===== src/rtl/piso_tx.sv =====
// Parallel-in serial-out transmitter with a one-entry holding register so that back-to-back words leave with no idle gap.
// Optional even-parity bit after each word: define PISO_PARITY_EN.
module piso_tx #(
  parameter int WIDTH     = 4,
  parameter int MSB_FIRST = 1
) (
  input  logic             clk,
  input  logic             reset,
  input  logic [WIDTH-1:0] din,
  input  logic             din_valid,
  output logic             din_ready,
  output logic             sout,
  output logic             sout_valid,
  output logic             sout_last,
  output logic             busy
);

  localparam int CW = $clog2(WIDTH);
  localparam logic [CW-1:0] LAST_IDX = CW'(WIDTH - 1);

`ifdef PISO_PARITY_EN
  localparam bit HAS_PARITY = 1'b1;
  typedef enum logic [1:0] {IDLE, SHIFT, PARITY} state_t;
`else
  localparam bit HAS_PARITY = 1'b0;
  typedef enum logic [1:0] {IDLE, SHIFT} state_t;
`endif

  state_t           state;
  logic [CW-1:0]    cnt;
  logic [WIDTH-1:0] shreg;
  logic [WIDTH-1:0] hold;
  logic             hold_full;
`ifdef PISO_PARITY_EN
  logic             par_bit;
`endif

  logic             transfer;
  logic             frame_end;
  logic             load_hold;
  logic             start;
  logic [WIDTH-1:0] start_word;
  logic [CW-1:0]    cnt_nxt;

  // Bit index counts positions in send order; map it onto the word here.
  function automatic logic pick(input logic [WIDTH-1:0] w, input logic [CW-1:0] idx);
    if (MSB_FIRST != 0) return w[LAST_IDX - idx];
    else                return w[idx];
  endfunction

  assign din_ready = ~hold_full;
  assign busy      = (state != IDLE) || hold_full;
  assign transfer  = din_valid && din_ready;
  assign frame_end = sout_last;
  assign load_hold = transfer && (state != IDLE) && !frame_end;
  assign cnt_nxt   = cnt + CW'(1);

  // NOTE: every output of always_comb gets a default first, otherwise an uncovered path infers a latch.
  always_comb begin
    start      = 1'b0;
    start_word = din;
    if (state == IDLE) begin
      start = transfer;
    end else if (frame_end) begin
      if (hold_full) begin
        start      = 1'b1;
        start_word = hold;
      end else begin
        start = transfer;
      end
    end
  end

  // NOTE: sequential state uses non-blocking assignments so every register samples pre-edge values.
  always_ff @(posedge clk) begin
    if (reset) begin
      state      <= IDLE;
      cnt        <= '0;
      shreg      <= '0;
      hold       <= '0;
      hold_full  <= 1'b0;
      sout       <= 1'b0;
      sout_valid <= 1'b0;
      sout_last  <= 1'b0;
`ifdef PISO_PARITY_EN
      par_bit    <= 1'b0;
`endif
    end else begin
      if (load_hold) begin
        hold      <= din;
        hold_full <= 1'b1;
      end else if (frame_end && hold_full) begin
        hold_full <= 1'b0;
      end

      if (start) begin
        state      <= SHIFT;
        cnt        <= '0;
        shreg      <= start_word;
        sout       <= pick(start_word, '0);
        sout_valid <= 1'b1;
        sout_last  <= 1'b0;
`ifdef PISO_PARITY_EN
        par_bit    <= ^start_word;
`endif
      end else if (frame_end) begin
        state      <= IDLE;
        cnt        <= '0;
        sout       <= 1'b0;
        sout_valid <= 1'b0;
        sout_last  <= 1'b0;
      end else if (state == SHIFT) begin
`ifdef PISO_PARITY_EN
        if (cnt == LAST_IDX) begin
          state     <= PARITY;
          sout      <= par_bit;
          sout_last <= 1'b1;
        end else
`endif
        begin
          cnt       <= cnt_nxt;
          sout      <= pick(shreg, cnt_nxt);
          sout_last <= !HAS_PARITY && (cnt_nxt == LAST_IDX);
        end
      end
    end
  end

endmodule

===== config.mk =====
export PLATFORM = sky130hd
export DESIGN_NAME = piso_tx
export DESIGN_NICKNAME = d
export VERILOG_FILES = /design/src/rtl/piso_tx.sv
export SDC_FILE = /design/constraint.sdc
export NUM_CORES = 1
export LEC_CHECK = 0
export CORE_MARGIN = 2
export CORE_UTILIZATION = 45
export DETAILED_ROUTE_END_ITERATION = 8
export DONT_BUFFER_PORTS = 1
export GPL_TIMING_DRIVEN = 0
export PLACE_DENSITY_LB_ADDON = 0.25
export RECOVER_POWER = 25
export SETUP_SLACK_MARGIN = 0.4
export SKIP_LAST_GASP = 1
export SLEW_MARGIN = 20
export SYNTH_ARGS = -nofsm -noshare
export SYNTH_HDL_FRONTEND = slang
export SYNTH_SLANG_ARGS = --single-unit
export TNS_END_PERCENT = 10

===== constraint.sdc =====
create_clock -name clk -period 1.4 [get_ports clk]
set_input_delay 0.07 -clock clk [delete_from_list [all_inputs] [get_ports clk]]
set_output_delay 0.07 -clock clk [all_outputs]
set_load 0.02 [all_outputs]

==> results of run 1 <==
## state kept, by name, summed over array words and instances, names as in the netlist
name and cells:
sout_last 1, shreg 4, cnt 2, hold 4, sout 1, state 1, hold_full 1
## per-layer routing
| metal | global-route usage | up-vias |
|---|---|---|
| met5 | 0 | - |
| met1 | 0.208 | 242 |
| li1 | - | 279 |
| met4 | 0.0938 | 0 |
| met3 | 0.0647 | 5 |
| met2 | 0.256 | 8 |
## cell usage after synthesis
cell type,number
a22oi_2,1
mux2i_1,10
nor3b_4,1
inv_2,1
nand3b_1,1
dfxtp_1,14
clkbuf_1,1
nand3_2,1
inv_1,2
o21ai_0,2
buf_6,1
xnor2_1,1
nor4b_1,1
nor3_1,2
nand2_1,3
buf_4,2
a211oi_1,3
or2_2,1
nor4_1,3
ha_1,1
and2_1,1
nand2b_4,1
a21oi_1,3
nor2_1,9
a31oi_1,1
## power breakdown
part           switching, W  internal, W
clock network      0.000131     0.000158
registers         0.0000322     0.000427
logic             0.0000881     0.000104
total              0.000251     0.000690
## cells by family after synthesis
group	synth area share
xor+xnor	0.0134
mux	0.153
flops	0.428
compound gates	0.101
fa+ha+maj	0.0191
buf+inv	0.0631
simple gates	0.222
## critical path, delay by kind of cell, from the launching register on
kind | cells | cell delay, ps
buffers and inverters | 2 | 290
muxes | 1 | 170
and+or+nand+nor | 2 | 240
DFF | 1 | 430
## placed cells by master (no fill, tap or decap), types with 2 or more instances in the layout
cell           netlist  routed
a211oi_1             3       2
a21oi_1              3       2
buf_4                2       9
buf_6                1       4
clkbuf_4             0       3
dfxtp_1             14      10
dfxtp_4              0       4
dlygate4sd3_1        0       5
inv_1                2       2
mux2i_1             10      10
nand2_1              3       3
nor2_1               9       9
nor3_1               2       2
nor4_1               3       2
o21ai_0              2       2
## path summary, 6_finish.rpt
kind / start / endpoint
max: state[0] / hold[3]
min: din_valid / state[0]
max reg2reg: state[0] / hold[3]
min reg2reg: hold[1] / hold[1]
## per-stage QoR
stage	utilization	cells	setup WS (ps)	power (W)	hold slack (ps)
2_1_floorplan	-	67	201	0.000583	139
3_3_place_gp	0.517	82	95.0	0.000602	142
3_5_place_dp	0.517	82	99.8	0.000606	143
4_1_cts	0.637	98	114	0.000932	-46.1
5_1_grt	0.675	102	64.3	0.000995	-34.6
6_report	0.675	102	152	0.000941	-36.2
## layout make-up
type / count / area, um2 / area share
inverter: 3 / 13.8 / 0.0153
sequential: 14 / 295 / 0.328
buffer: 4 / 41.3 / 0.0458
clock buffer: 4 / 36.3 / 0.0403
multi-input combinational: 46 / 355 / 0.394
timing repair buffer: 16 / 140 / 0.156
tap: 15 / 18.8 / 0.0208
## repair_timing
item                                   CTS  global route
setup endpoints to repair               13            14
cloned                                   1             0
setup buffers                            6             4
resized for setup                        7             5
pin swaps                                4             3
endpoints found under the hold margin    9             1
==> impl_metrics.ini, run 1 <==
[cells_and_area]
syn_to_final_growth_pct = 37.7
drive_gt1_frac = 0.356
fin_nets = 96
final_cell_area_um2 = 901
fill_cells = 114
antenna_cells = 0

[routing]
wire_per_inst_um = 13.2
wl_met1_um = 604
routed.top_layer = met4
firstDrtPassIters = 3
wl_met2_um = 646
vias_per_cell = 5.24
drt_iter0_drc = 1
final_antenna_net_count = 0
route.detailed.drc = 0
routed_wirelength_mm = 1.34
wl_met3_um = 58
vias = 534

[sta]
setup_violations = 0
fin_crit_sh = 0.891
tns_ps = 0
hold_violations = 1
drv_slew = 0
rsz0062_at_grt = yes
relSlewSlack = 0.676
fin_crit_ps = 1250
worst_slew_pin_slew_ps = 487
holdWs_ps = -36.2
skew_ps = 3.29
fmax_mhz = 801

[clock_tree]
htree_levels = 1
clock_path_buffers = 2
cts_hold_buf = 5
numCtsBuffers = 3
clock_latency_ps = 280
cts_sinks = 14
cts_tree = yes
root_buffer = clkbuf_4
clkSlewWorstSetupHoldPaths_ps = 80

[power]
p_per_area_nw_per_um2 = 1040
leakage_nw = 0.364
ir_worst_vdd_mv = 0.518

[synth]
synth_area_leaders = dfxtp_1 43%, mux2i_1 15%, nor2_1 5.2%
yosysSeqAreaShare = 0.428
yosys_warnings = 0
synthDistinctLibCells = 25
synth_seq_cells = 14
syn_inst = 67
synth_top_area_frac = 0.428
syn_area_per_cell_um2 = 9.77
synth_top_cell_by_area = dfxtp_1
syn_area_um2 = 654
synth_nets = 75

[die]
initial_core_util = 0.491
dieWidth_um = 42.1
io_pins = 12
fp.coreArea_um2 = 1330
die_area_um2 = 1780
rows = 13
die_y_um = 42.1

[grt]
antenna_found_initial = 0
grt_max_degree = 11
overflow = 0
grt_use_total = 0.170
grt_pass1_vias = 510
grt_pass1_wl_mm = 2.21

[worst_setup_path]
crit_top_cell = buf_6
max_stage_delay_ps = 430
rrSetupSlack_ps = 150
startpoint_type = flip-flop
arrival_ps = 1400
worst-path-max-fanout = 7
r2r_cells = 5
crit_type = flip-flop to flip-flop
cp_slowest_cell = dfxtp_4
cp-end-kind = flip-flop
cp_cell_sequence = buf_6 -> nor3b_4 -> buf_6 -> mux2i_1 -> nor2_1
critPathRequiredTime_ps = 1560

[placement]
dpl.hpwl_um = 797
dpl_cell_area_um2 = 689
io_buffer_count = 0
globalplace.congestion = 0.757

[flow_run]
drv_cap = 0

[worst_hold_path]
min_path_type = primary input to flip-flop
hold_depth = 2

[status]
violations = negative hold slack
run_status = finished with violations
Power figures use the tool's default switching activity.
==> run 2, diff against run 1 <==
- RECOVER_POWER: 25 -> 100
==> run 2 against run 1 <==
The flow still finishes with violations (negative hold slack). Sequential power barely moved. Power is 0.49% lower. First-iteration DRC count decreased by 100%. Non-clock buffer count unchanged. Final area down 1.1%. Critical path type unchanged. Critical endpoint is now cnt[0]. Highest routed layer unchanged.
==> impl_metrics.ini, run 2 (synthesized netlist as in run 1, its figures left out) <==
[status]
run_status = finished with violations
violations = negative hold slack

[power]
netSwitchingFraction = 0.266
switchingPower_w = 0.000249
p_seq_frac = 0.490
intPower_w = 0.000688
ir_worst_vdd_mv = 0.515
p_per_area_nw_per_um2 = 1050
leakage_nw = 0.358
clkPwrFrac = 0.309
power_frac_comb = 0.201

[die]
initial_core_util = 0.491
fp.coreArea_um2 = 1330
rows = 13
io_pins = 12
die_y_um = 42.1
die_area_um2 = 1780
dieWidth_um = 42.1

[flow_run]
drv_cap = 0

[placement]
dpl.hpwl_um = 797
dpl_cell_area_um2 = 689
io_buffer_count = 0
placed_cells = 82
globalplace.congestion = 0.757

[worst_hold_path]
hold_depth = 2
min_to = state[0]
hp-start = din_valid
min_path_type = primary input to flip-flop

[sta]
fin_crit_sh = 0.916
hold_violations = 1
setup_violations = 0
rsz0062_at_grt = yes
tns_ps = 0
drv_slew = 0
relSlewSlack = 0.674
fin_crit_ps = 1280
fmax_mhz = 780
skew_ps = 3.08
holdWs_ps = -37.6
worst_slew_pin_slew_ps = 489

[worst_setup_path]
crit_type = flip-flop to flip-flop
rrSetupSlack_ps = 120
critPathRequiredTime_ps = 1580
cp_cell_sequence = buf_8 -> inv_1 -> a22oi_2 -> clkbuf_4 -> buf_6 -> nor4_1
critPathBufInv = 4
cp_slowest_cell = dfxtp_4
cpLargestDelayFamily = buffers and inverters
max_stage_delay_ps = 380
worst-path-max-fanout = 5
arrival_ps = 1470
r2r_cells = 6
startpoint_type = flip-flop
reg2reg_from = sout_last
timing.rr.end = cnt[0]
cp-end-kind = flip-flop

[routing]
vias = 535
route.detailed.drc = 0
firstDrtPassIters = 1
wire_per_inst_um = 13.1
drt_iter0_drc = 0
final_antenna_net_count = 0
routed_wirelength_mm = 1.34
vias_per_cell = 5.25

[clock_tree]
clkSlewWorstSetupHoldPaths_ps = 80
clock_latency_ps = 280
htree_levels = 1
numCtsBuffers = 3
cts_hold_buf = 5
clock_path_buffers = 2
cts_sinks = 14
cts_tree = yes
root_buffer = clkbuf_4

[cells_and_area]
mostFrequentLayoutCells = 10 x mux2i_1, 10 x dfxtp_1, 9 x nor2_1
syn_to_final_growth_pct = 36.1
utilization = 0.668
fin_cells = 102
drive_gt1_frac = 0.322
fin_nets = 96
reg.largest.list = hold: 4 flops, shreg: 4 flops, cnt: 2 flops
final_cell_area_um2 = 891
antenna_cells = 0

[grt]
grt_pass1_vias = 510
grt_max_degree = 11
grt_pass1_wl_mm = 2.21
overflow = 0
antenna_found_initial = 0
grt_use_total = 0.170
==> run 2: how the worst max path moves through the flow <==
stage                   start        to  slack [ps]  cells after the start
global route        sout_last  shreg[1]          30                      6
floorplan            state[0]   hold[0]         200                      4
global placement     state[0]   hold[1]         100                      4
CTS                 sout_last      sout         110                      6
finish              sout_last    cnt[0]         120                      6
detailed placement   state[0]   hold[2]         100                      4
==> run 2: stage by stage <==
stage          total power (W)  setup WS, ps
2_1_floorplan         0.000583           201
3_3_place_gp          0.000602          95.0
3_5_place_dp          0.000606          99.8
4_1_cts               0.000932           114
5_1_grt               0.000991          34.8
6_report              0.000937           118
==> run 2: worst register-to-register path, cell delays in order (launching register included) <==
cell and delay [ps]:
dfxtp_4 380, buf_8 130, inv_1 80, a22oi_2 100, clkbuf_4 150, buf_6 120
nor4_1 230
==> run 2: layout make-up <==
| cell class | instances | area, um2 |
|---|---|---|
| Buffer | 4 | 41.3 |
| Clock buffer | 4 | 36.3 |
| Fill cell | 117 | 443 |
| Inverter | 3 | 11.3 |
| Multi-Input combinational cell | 46 | 352 |
| Sequential cell | 14 | 295 |
| Tap cell | 15 | 18.8 |
| Timing Repair Buffer | 16 | 136 |
==> run 2: repair_timing <==
| item | CTS | global route |
|---|---|---|
| pin swaps | 4 | 3 |
| buffers inserted | 6 | 4 |
| gates cloned | 1 | 0 |
| hold endpoints to repair | 9 | 1 |
| setup endpoints to repair | 13 | 14 |
| resized for setup | 7 | 5 |
==> run 2: power groups by stage <==
stage | clock (W) | combinational [W] | sequential [W]
3_5_place_dp | 0 | 0.000135 | 0.000471
4_1_cts | 0.000302 | 0.000171 | 0.000459
5_1_grt | 0.000317 | 0.000209 | 0.000465
3_3_place_gp | 0 | 0.000133 | 0.000469
2_1_floorplan | 0 | 0.000119 | 0.000465
6_report | 0.000289 | 0.000188 | 0.000459
==> run 2: per-layer routing <==
| layer | track usage | up-vias | routed length [um] | share of wire |
|---|---|---|---|---|
| li1 | - | 277 | - | - |
| met1 | 0.208 | 245 | 592 | 0.44 |
| met2 | 0.256 | 8 | 655 | 0.49 |
| met3 | 0.0647 | 5 | 58 | 0.043 |
| met4 | 0.0938 | 0 | 33 | 0.025 |
| met5 | 0 | - | 0 | 0 |
==> run 3, diff against run 2 <==
- ABC_AREA: unset -> 1
- SLEW_MARGIN: 20 -> 25
==> run 3 against run 2 <==
The flow now finishes without violations. Final area shrank 3.5%. Register-to-register slack better by 60 ps. Power down 0.20%. Hold slack improved by 67 ps. Sequential power barely moved. Setup slack improved by 60 ps. Global-route usage is 0.14 points higher. Sequential cell count unchanged.
==> impl_metrics.ini, run 3 <==
[status]
run_status = finished, final reports clean

[sta]
relSlewSlack = 0.804
hold_violations = 0
rsz0062_at_grt = yes
fmax_mhz = 818
drv_slew = 0
setup_violations = 0
tns_ps = 0
fin_crit_ps = 1220
worst_slew_pin_slew_ps = 293
fin_crit_sh = 0.873
skew_ps = 1.29

[synth]
synth_top_cell_by_area = dfxtp_1
synth_area_leaders = dfxtp_1 41%, nand2_1 13%, inv_1 6.5%
synthDistinctLibCells = 20
synth_nets = 103
yosysMostFrequentCell = nand2_1
synth_seq_cells = 14
synth_xor_area_frac = 0.0127
synth_top_area_frac = 0.406
yosys_warnings = 0
yosysSeqAreaShare = 0.406
synth_mux_area_frac = 0
synth_edf_count = 0
syn_inst = 95
synth-simple-area-share = 0.303
syn_area_um2 = 691
synth_commonest_cells = 24 x nand2_1, 14 x dfxtp_1, 12 x inv_1, 12 x nor2_1, 8 x o21ai_0
async_flop_share = 0
ys.flop_type = dfxtp_1
synthAdderAreaFrac = 0.0181
synth_compound_area_frac = 0.168
syn_area_per_cell_um2 = 7.27
synth_top_family_by_area = simple AND/OR/NAND/NOR gates

[worst_setup_path]
cp_cell_sequence = inv_2 -> nand2_2 -> nand2_1 -> nand2_1 -> nand2_2 -> a211oi_2
worst-path-max-fanout = 6
max_stage_delay_ps = 490
arrival_ps = 1430
cp-end-kind = flip-flop
cp_slowest_cell = dfxtp_1
critPathRequiredTime_ps = 1600
crit_type = flip-flop to flip-flop
startpoint_type = flip-flop

[clock_tree]
numCtsBuffers = 3
htree_levels = 1
clock_path_buffers = 2
cts_tree = yes
clkSlewWorstSetupHoldPaths_ps = 90
clock_latency_ps = 270
cts_sinks = 14
root_buffer = clkbuf_4

[power]
p_per_area_nw_per_um2 = 1090
leakage_nw = 0.373
ir_worst_vdd_mv = 0.529
netSwitchingFraction = 0.289
intPower_w = 0.000665
p_seq_frac = 0.493
clkPwrFrac = 0.309
power_frac_comb = 0.198
p_total_w = 0.000935
switchingPower_w = 0.000270

[cells_and_area]
fin_cells = 122
antenna_cells = 0
mostFrequentLayoutCells = 22 x nand2_1, 12 x nor2_1, 11 x dfxtp_1
drive_gt1_frac = 0.255
fin_nets = 115
syn_to_final_growth_pct = 24.5
reg.largest.list = hold: 4 flops, shreg: 4 flops, cnt: 2 flops
fill_cells = 145
mostFrequentLayoutCell = nand2_1

[worst_hold_path]
min_path_type = primary input to flip-flop

[die]
rows = 14
die_y_um = 43.2
initial_core_util = 0.469
io_pins = 12
die_area_um2 = 1860
fp.coreArea_um2 = 1470
dieWidth_um = 43.2

[routing]
vias_per_cell = 5.09
drt_iter0_drc = 4
wire_per_inst_um = 11.5
final_antenna_net_count = 0
vias = 621
firstDrtPassIters = 3
wl_met2_um = 705
wl_met1_um = 634
wl_met3_um = 44
routed_wirelength_mm = 1.40
routed.top_layer = met4
route.detailed.drc = 0

[placement]
io_buffer_count = 0
dpl.hpwl_mm = 1.01
globalplace.congestion = 0.789
placed_cells = 111

[grt]
overflow = 0
grt_pass1_vias = 615
grt_max_degree = 11
antenna_found_initial = 0
grt_pass1_wl_mm = 2.38
grt_use_total = 0.172

[flow_run]
drv_cap = 0
## run 3: timing repair
item,in CTS,in global routing
setup buffers,2,0
pin swaps,7,2
endpoints found under the hold margin,8,0
setup endpoints to repair,14,15
hold buffers,5,0
gates resized for setup,5,2
## run 3: power groups by stage
stage               Clock [W]  Combinational, W  Sequential (W)
global route         0.000323          0.000208        0.000466
CTS                  0.000302          0.000188        0.000461
finish               0.000289          0.000185        0.000461
floorplan                   0          0.000140        0.000463
global placement            0          0.000160        0.000468
detailed placement          0          0.000163        0.000468
## run 3: path summary, 6_finish.rpt
path	startpoint	end	slack, ps	depth (start not counted)
max	hold_full	cnt[1]	180	6
min	din[0]	shreg[0]	30	4
max reg2reg	hold_full	cnt[1]	180	6
min reg2reg	hold[0]	hold[0]	460	2
## run 3: layout make-up
class | count | area (um2) | share of cell area
plain buffers | 1 | 15.0 | 0.0175
well taps | 16 | 20.0 | 0.0233
flip-flops and latches | 14 | 287 | 0.333
multi-input cells | 66 | 379 | 0.441
repair buffers | 7 | 65.1 | 0.0757
inverters | 14 | 57.6 | 0.0670
clock buffers | 4 | 36.3 | 0.0422
## run 3: logic make-up after synthesis
family	count (synthesis)
xor+xnor	1
simple gates	46
flops	14
fa+ha+maj	1
compound gates	18
buf+inv	15
## run 3: per-stage QoR
| stage | area, um2 | util | hold slack (ps) | worst slack, ps |
|---|---|---|---|---|
| 4_1_cts | 860 | 0.584 | 26.7 | 205 |
| 6_report | 860 | 0.584 | 29.1 | 178 |
| 3_3_place_gp | 742 | 0.504 | 136 | 188 |
| 2_1_floorplan | 722 | - | 132 | 318 |
| 3_5_place_dp | 742 | 0.504 | 137 | 198 |
| 5_1_grt | 860 | 0.584 | 37.5 | 92.1 |
## run 3: layer usage
metal | vias up | GRT usage
li1 | 326 | -
met1 | 286 | 0.185
met2 | 7 | 0.319
met3 | 2 | 0.0298
met4 | 0 | 0.0727
met5 | - | 0
## run 3: critical path, delay by kind of cell, from the launching register on
family,cells,cell delay (ps)
AO/OA/AOI/OAI,1,130
flip-flops,1,490
buffers and inverters,1,140
AND/OR/NAND/NOR,4,390
